[config.mk]
export PLATFORM = sky130hd
export DESIGN_NAME = text_console_writer
export DESIGN_NICKNAME = d
export VERILOG_FILES = /design/src/rtl/text_console_writer.sv
export SDC_FILE = /design/constraint.sdc
export NUM_CORES = 1
export LEC_CHECK = 0
export ABC_AREA = 1
export ABC_CLOCK_PERIOD_IN_PS = 2000
export BUFFER_PORTS_ARGS = -buffer_cell sky130_fd_sc_hd__buf_4
export CORE_ASPECT_RATIO = 1.25
export CORE_MARGIN = 4
export CORE_UTILIZATION = 55
export CTS_BUF_LIST = sky130_fd_sc_hd__clkbuf_8
export CTS_CLUSTER_DIAMETER = 100
export CTS_CLUSTER_SIZE = 10
export DETAILED_ROUTE_END_ITERATION = 6
export PLACE_DENSITY = 0.79
export SYNTH_ARGS = -nofsm -noshare
export SYNTH_HDL_FRONTEND = slang
export SYNTH_SLANG_ARGS = --single-unit
export TNS_END_PERCENT = 5
[constraint.sdc]
create_clock -name clock -period 2 [get_ports clock]
set_input_delay 0.1 -clock clock [delete_from_list [all_inputs] [get_ports clock]]
set_output_delay 0.1 -clock clock [all_outputs]
set_load 0.01 [all_outputs]
[src/rtl/text_console_writer.sv]
// Write-side engine for the character screen memory: PUT / NEWLINE / CLEAR / HOME with cursor, wrap and scroll.
// Latency: PUT write issued 1 cycle after accept; scroll 2*(NlocC-Ncols)+Ncols cycles; clear NlocC cycles.
// Backpressure: in_ready only in IDLE; commands offered while busy are dropped, never queued.
//
// Ports:
//   clock, reset      - rising-edge clock, synchronous active-high reset
//   in_valid/in_ready - command handshake; in_op/in_char captured on accept
//   smem_*            - second port of the screen memory (registered addr/wr, synchronous read data in)
//   cursor_col/row    - current cursor; busy = !in_ready
module text_console_writer #(
    parameter int Ncols  = 40,
    parameter int Nrows  = 30,
    parameter int NlocC  = 1200,
    parameter int DbitsC = 4,
    parameter int BLANK  = 0
) (
    input  logic                     clock,
    input  logic                     reset,
    input  logic                     in_valid,
    output logic                     in_ready,
    input  logic [1:0]               in_op,
    input  logic [DbitsC-1:0]        in_char,
    output logic [$clog2(NlocC)-1:0] smem_addr,
    output logic                     smem_wr,
    output logic [DbitsC-1:0]        smem_wdata,
    input  logic [DbitsC-1:0]        smem_rdata,
    output logic [$clog2(Ncols)-1:0] cursor_col,
    output logic [$clog2(Nrows)-1:0] cursor_row,
    output logic                     busy
);

    localparam int AW = $clog2(NlocC);
    localparam int CW = $clog2(Ncols);
    localparam int RW = $clog2(Nrows);

    localparam logic [AW-1:0]     NCOLS_A    = AW'(Ncols);
    localparam logic [AW-1:0]     LAST_SRC   = AW'(NlocC - Ncols - 1);
    localparam logic [AW-1:0]     FILL_START = AW'(NlocC - Ncols);
    localparam logic [AW-1:0]     LAST_ADDR  = AW'(NlocC - 1);
    localparam logic [CW-1:0]     COL_LAST   = CW'(Ncols - 1);
    localparam logic [RW-1:0]     ROW_LAST   = RW'(Nrows - 1);
    localparam logic [DbitsC-1:0] BLANK_D    = DbitsC'(BLANK);

    localparam logic [1:0] OP_PUT   = 2'b00;
    localparam logic [1:0] OP_NL    = 2'b01;
    localparam logic [1:0] OP_CLEAR = 2'b10;
    localparam logic [1:0] OP_HOME  = 2'b11;

    typedef enum logic [2:0] {IDLE, PUT, SC_RD, SC_WR, SC_CLR, CLR} state_t;

    state_t            state_q, state_d;
    logic [CW-1:0]     col_q, col_d;
    logic [RW-1:0]     row_q, row_d;
    logic [AW-1:0]     cnt_q, cnt_d;
    logic [AW-1:0]     addr_q, addr_d;
    logic              wr_q, wr_d;
    logic [DbitsC-1:0] wdata_q, wdata_d;

    logic [AW-1:0]     row_base;
    logic [AW-1:0]     cur_addr;

    // row*Ncols: two shifts and an add for the 40-column screen.
    if (Ncols == 40) begin : g_row_shift
        assign row_base = (AW'(row_q) << 5) + (AW'(row_q) << 3);
    end else begin : g_row_mul
        assign row_base = AW'(row_q) * NCOLS_A;
    end

    assign cur_addr = row_base + AW'(col_q);

    always_comb begin
        state_d = state_q;
        col_d   = col_q;
        row_d   = row_q;
        cnt_d   = cnt_q;
        addr_d  = addr_q;
        wr_d    = 1'b0;
        wdata_d = wdata_q;
        case (state_q)
            IDLE: begin
                if (in_valid) begin
                    case (in_op)
                        OP_PUT: begin
                            state_d = PUT;
                            addr_d  = cur_addr;
                            wdata_d = in_char;
                            wr_d    = 1'b1;
                        end
                        OP_NL: begin
                            col_d = '0;
                            if (row_q != ROW_LAST) begin
                                row_d = row_q + RW'(1);
                            end else begin
                                state_d = SC_RD;
                                cnt_d   = '0;
                                addr_d  = NCOLS_A;
                            end
                        end
                        OP_CLEAR: begin
                            state_d = CLR;
                            cnt_d   = '0;
                            addr_d  = '0;
                            wdata_d = BLANK_D;
                            wr_d    = 1'b1;
                        end
                        OP_HOME: begin
                            col_d = '0;
                            row_d = '0;
                        end
                        default: ;
                    endcase
                end
            end
            PUT: begin
                state_d = IDLE;
                if (col_q != COL_LAST) begin
                    col_d = col_q + CW'(1);
                end else if (row_q != ROW_LAST) begin
                    col_d = '0;
                    row_d = row_q + RW'(1);
                end else begin
                    // Cursor is left alone until the scroll finishes.
                    state_d = SC_RD;
                    cnt_d   = '0;
                    addr_d  = NCOLS_A;
                end
            end
            SC_RD: begin
                state_d = SC_WR;
                addr_d  = cnt_q;
                wr_d    = 1'b1;
            end
            SC_WR: begin
                if (cnt_q == LAST_SRC) begin
                    state_d = SC_CLR;
                    cnt_d   = FILL_START;
                    addr_d  = FILL_START;
                    wdata_d = BLANK_D;
                    wr_d    = 1'b1;
                end else begin
                    state_d = SC_RD;
                    cnt_d   = cnt_q + AW'(1);
                    addr_d  = cnt_q + NCOLS_A + AW'(1);
                end
            end
            SC_CLR, CLR: begin
                if (cnt_q == LAST_ADDR) begin
                    state_d = IDLE;
                    cnt_d   = '0;
                    col_d   = '0;
                    row_d   = (state_q == SC_CLR) ? ROW_LAST : '0;
                end else begin
                    cnt_d  = cnt_q + AW'(1);
                    addr_d = cnt_q + AW'(1);
                    wr_d   = 1'b1;
                end
            end
            default: state_d = IDLE;
        endcase
    end

    always_ff @(posedge clock) begin
        if (reset) begin
            state_q <= IDLE;
            col_q   <= '0;
            row_q   <= '0;
            cnt_q   <= '0;
            addr_q  <= '0;
            wr_q    <= 1'b0;
            wdata_q <= '0;
        end else begin
            state_q <= state_d;
            col_q   <= col_d;
            row_q   <= row_d;
            cnt_q   <= cnt_d;
            addr_q  <= addr_d;
            wr_q    <= wr_d;
            wdata_q <= wdata_d;
        end
    end

    // The read issued in SC_RD only returns during SC_WR, so the scroll copy
    // forwards the read data straight to the write port in that state.
    assign smem_wdata = (state_q == SC_WR) ? smem_rdata : wdata_q;
    assign smem_addr  = addr_q;
    assign smem_wr    = wr_q;
    assign in_ready   = (state_q == IDLE);
    assign busy       = ~in_ready;
    assign cursor_col = col_q;
    assign cursor_row = row_q;

endmodule

---- Yosys cells after proc, flatten, opt, wreduce, memory -nomap -nowiden ----
Index checks and enable logic that the tools add are counted.
operators by class
  add/subtract/negate cells ............... 7
  eq/ne operators ......................... 24
  muxes and demuxes ....................... 45
  reduce and logical (&&, ||, !) cells .... 15
  bitwise logic cells ..................... 1
operators with widths
  cell                   number
  $mux 11                10
  $pmux 11 s5            1
  $pmux 11 s4            1
  $pmux 11 s3            1
  $mux 6                 5
  $mux 5                 5
  $add 11x1->11 const B  2
  $eq 11x11->1 const B   2
  $pmux 11 s2            1
  $pmux 6 s3             1
  $pmux 4 s2             2
  $pmux 3 s5             1
  $pmux 5 s3             1
  $reduce_and 5->1       3
  $mux 3                 4
  $mux 4                 3
  $ne 2x2->1 const B     6
  $reduce_and 4->1       3
  $add 10x8->11          1
  $add 11x6->11          1
  $add 11x6->11 const B  1
  $pmux 5 s2             1
  $ne 3x1->1 const B     3
  $pmux 3 s3             1
  22 further kinds       32
storage, ports and cells
  input bits .............................. 13
  bits in registers ....................... 41

---- Logic depth before layout (Yosys ltp) ----
  word-level depth ........................ 5
  gate-level depth with buffers ........... 15
  mapped depth without buffers ............ 15

---- Least setup slack after synthesis ----
No wires, ideal clock.
  kind .................................... reg2reg
  start ................................... reg row_q[0], in the netlist cursor_row[0]
  end ..................................... reg addr_q[6], in the netlist smem_addr[6]
  setup slack ............................. -0.148 ns
  required time ........................... 1.885 ns
  data arrival time ....................... 2.033 ns
  stages on the path, launching flop included .. 11
  cells stage by stage .................... dfxtp_1 inv_1 fa_1 inv_1 fa_1 o21ai_0 o21ai_0 nand2_1 nand3_2 nor2_1 nor2_1
on the way
  word-level cells in the longest chain between the ends .. 5
  elaborated cells between the ends (all ways) .. 8
  those cells by class .................... 2 x add/sub; 1 x eq/ne; 5 x mux
RTL lines
  what                                                line         text
  from (decl)                                         53           logic [RW-1:0] row_q, row_d;
  from (signal assigned)                              174          row_q <= row_d;
  $add 10x8->11 / $ne 5x5->1 (equally long branches)  64, 91, 118
  $add 11x6->11 / $mux 11 (equally long branches)     -
  $pmux 11 s3                                         82           case (in_op)
  $mux 11                                             81           if (in_valid) begin
  $pmux 11 s5 (*)                                     79           case (state_q)
  to (signal assigned)                                176          addr_q <= addr_d;
  to (decl)                                           55           logic [AW-1:0] addr_q, addr_d;
Mark *: on every way between the ends. The rest lies on a longest branch, timed or not. The select of a mux whose other input is x is not followed.
A chain may end at the register's enable or synchronous reset.

---- Final worst setup path ----
  start ................................... reg col_q[5], in the netlist cursor_col[5]
  end ..................................... reg addr_q[6], in the netlist smem_addr[6]
on the way
  word-level cells in the longest chain between the ends .. 4
  elaborated cells between the ends (all ways) .. 7
  those cells by class .................... 1 x add/sub; 2 x eq/ne; 3 x mux; 1 x reduce/logical
RTL lines
  what                    line  text
  from (decl)             52    logic [CW-1:0] col_q, col_d;
  from (signal assigned)  173   col_q <= col_d;
  $add 11x6->11           69    assign cur_addr = row_base + AW'(col_q);
  $pmux 11 s3             82
  $mux 11                 81
  $pmux 11 s5             79
Several ways; a longest one is shown, not always the timed one. The select of a mux whose other input is x is not followed.

==> flow_summary.yaml <==
outcome:
  status: "finished, final reports clean"
routing:
  first_iter_violations: 254
  wl_met1_mm: 4.11
  wirelength_mm: 9.63
  ant_nets: 0
  wl_per_cell_um: 13.7
  wl_met2_mm: 4.72
  via_per_inst: 5.41
  routed.top_layer: "met4"
  vias: 3812
  firstDrtPassIters: 5
  dr_wl_met3_um: 517
  route.detailed.drc: 0
die:
  die_w_um: 78.2
  die_y_um: 95.8
  ios: 42
  rows: 31
  die_area_sq_um: 7500
  start_util_pct: 57.5
  coreArea_sq_um: 5900
setup_path:
  crit_slowest_cell: "fa_1"
  startpoint_type: "register"
  crit_path_max_incr_delay_ns: 0.54
  endpoint_kind: "register"
  path_delay_family: "adder cells"
  crit_chain: "inv_1 > fa_1 > inv_2 > fa_2 > o21ai_0 > o21ai_0 > nand2_1 > nand3_2 > nor2_1 > nor2_1"
  worstSetupPathType: "reg -> reg"
  required_ns: 2.20
  cp_max_fo: 4
  cp.arrival_ns: 2.17
  worst-path-buf-inv: 2
synth:
  syn_avg_cell_area_sq_um: 6.04
  yosys_most_used_dff: "dfxtp_1"
  synth_edf_count: 0
  yosys.area.top_type: "dfxtp_1"
  yosysTopAreaCellShare_pct: 24.2
  muxShareOfSynthArea_pct: 0
  seq_area_frac_synth_pct: 24.2
  synth-simple-area-share_pct: 41.9
  synth-xor-area-share_pct: 1.03
  yosys.cell_count.top_type: "nand2_1"
  synth_compound_area_share_pct: 14.8
  synthCells: 562
  yosys_warnings: 0
  synthAdderAreaFrac_pct: 8.19
  ys_seq_elements: 41
  syn_area_sq_um: 3390
  synth_top_family_by_area: "simple AND/OR/NAND/NOR gates"
  netlist_top_cells_count: "nand2_1 (161), nor2_1 (67), inv_1 (62), nand3_1 (53), a21oi_1 (48)"
  synth_async_sr_flop_share_pct: 0
  synth_fp_nets: 596
  synth_cell_types: 34
  synth_area_leaders: "dfxtp_1 (24%), nand2_1 (18%), nand3_1 (7.8%)"
placement:
  gp_congestion: 0.922
  io_buffers: 41
  preCtsSetupSlack_ns: -0.0210
  dpl.hpwl_mm: 7.59
pwr:
  cellPowerDensity_nw_per_um2: 1140
  ir_drop_uv: 470
  leakage_nw: 1.94
  p_total_mw: 4.66
global_route:
  grt_overflow: 0
  antenna_found_initial: 0
  grt_use_total_pct: 26.5
  grt_pass1_wl_mm: 16.0
  grt_max_degree: 23
  grt_pass1_vias: 3548
sta:
  min_period_ns: 1.97
  fin_ws_ns: 0.0261
  finalCritPeriodShare_pct: 98.7
  setup-tns-final_ns: 0
  fin_hold_ws_ns: 0.0357
  worst_slew_pin_slew_ns: 0.634
  setup_viol: 0
  final_hold_viol_count: 0
  fmax_mhz: 507
  slew_headroom_pct: 57.7
  clock_skew_ns: 0.0112
  drv_slew: 0
  rsz0062_at_grt: "yes"
clocking:
  clock_latency_ns: 0.30
  htreeDepth: 2
  postCtsHoldBufs: 0
  cts-root-buf: "clkbuf_8"
  cts_sinks: 41
  cts.clk_slew.worst_paths_ns: 0.08
  cts_tree: "done"
  numCtsBuffers: 5
  clockBufferDepth: 2
layout:
  layout-drive-gt1-share_pct: 17.4
  n_antenna_cell: 0
  finalNetCount: 655
  num-fill-cells: 537
  areaGrowthSynthToFinish_pct: 20.1
job:
  maxCapViolations: 0
min_path:
  hold_path.class: "in -> reg"
-- registers in the layout, summed over array words and instances (netlist names) --
register    flops
cnt_q          11
smem_addr      11
cursor_col      6
cursor_row      5
wdata_q         4
state_q         3
smem_wr         1
-- report_power, final --
part	switching, mW	internal, mW
combinational	1.64	1.09
sequential	0.196	1.02
clock	0.305	0.402
total	2.14	2.52
-- placed cells by master, fill, tap and decap left out, drive strengths merged --
cell and n:
clkbuf 6, dfxtp 41, nor2 72, nand3 56
o21a 1, nor3 3, nand2 172, xor2 3
nand3b 3, xnor2 1, o211ai 2, o22ai 3
nand4 12, inv 69, o21ai 40, a21oi 48
bufinv 1, o31ai 1, buf 64, a31oi 2
clkinv 1, fa 2, ha 19
-- cell type report --
class,instances,area [sq um],area share (%)
Clock buffer,6,82.6,2.03
Multi-Input combinational cell,440,2270,55.8
Sequential cell,41,826,20.3
Clock inverter,2,33.8,0.829
Tap cell,82,103,2.52
Inverter,69,264,6.48
Timing Repair Buffer,64,493,12.1
-- layer usage --
metal  GRT usage, %  vias up
li1               -     1948
met1           32.0     1714
met2           47.7      126
met3           3.93       24
met4           10.2        0
met5              0        -
-- worst paths after layout --
check / from / endpoint / slack, ns / depth (start not counted)
worst max-delay path: cursor_col[5]$_SDFFE_PP0P_ / smem_addr[6]$_SDFFE_PP0P_ / 0.03 / 10
worst min-delay path: in_char[0] / wdata_q[0]$_SDFFE_PP0P_ / 0.04 / 3
worst max register to register: cursor_col[5]$_SDFFE_PP0P_ / smem_addr[6]$_SDFFE_PP0P_ / 0.03 / 10
worst min register to register: smem_addr[7]$_SDFFE_PP0P_ / smem_addr[7]$_SDFFE_PP0P_ / 0.50 / 2
-- stage by stage --
step           util [%]  instance area, sq um  instances
2_1_floorplan         -                  3400        562
5_1_grt            69.1                  4070        704
3_3_place_gp       66.3                  3910        694
6_report           69.1                  4070        704
4_1_cts            68.3                  4030        702
3_5_place_dp       66.3                  3910        694
-- worst min-delay path, delay by kind of cell --
family                 cells  cell delay, ns
AOI/OAI and AO/OA          1            0.05
and+or+nand+nor            1            0.07
buffers and inverters      1            0.08
-- cell families (layout without fill, tap and decap cells) --
kind of cell / Yosys count / in the layout
flip-flops: 41 / 41
AND/OR/NAND/NOR: 318 / 318
AO/OA/AOI/OAI: 97 / 97
adder cells (fa/ha/maj): 21 / 21
XOR/XNOR: 4 / 4
buffers and inverters: 81 / 141
-- repair_timing --
| item | 4_1_cts | 5_1_grt |
|---|---|---|
| setup buffers | 0 | 2 |
| resized for setup | 1 | 9 |
| setup endpoints to repair | 2 | 12 |
| hold endpoints to repair | 0 | 0 |
| pin swaps | 1 | 4 |
Power figures use the tool's default switching activity.
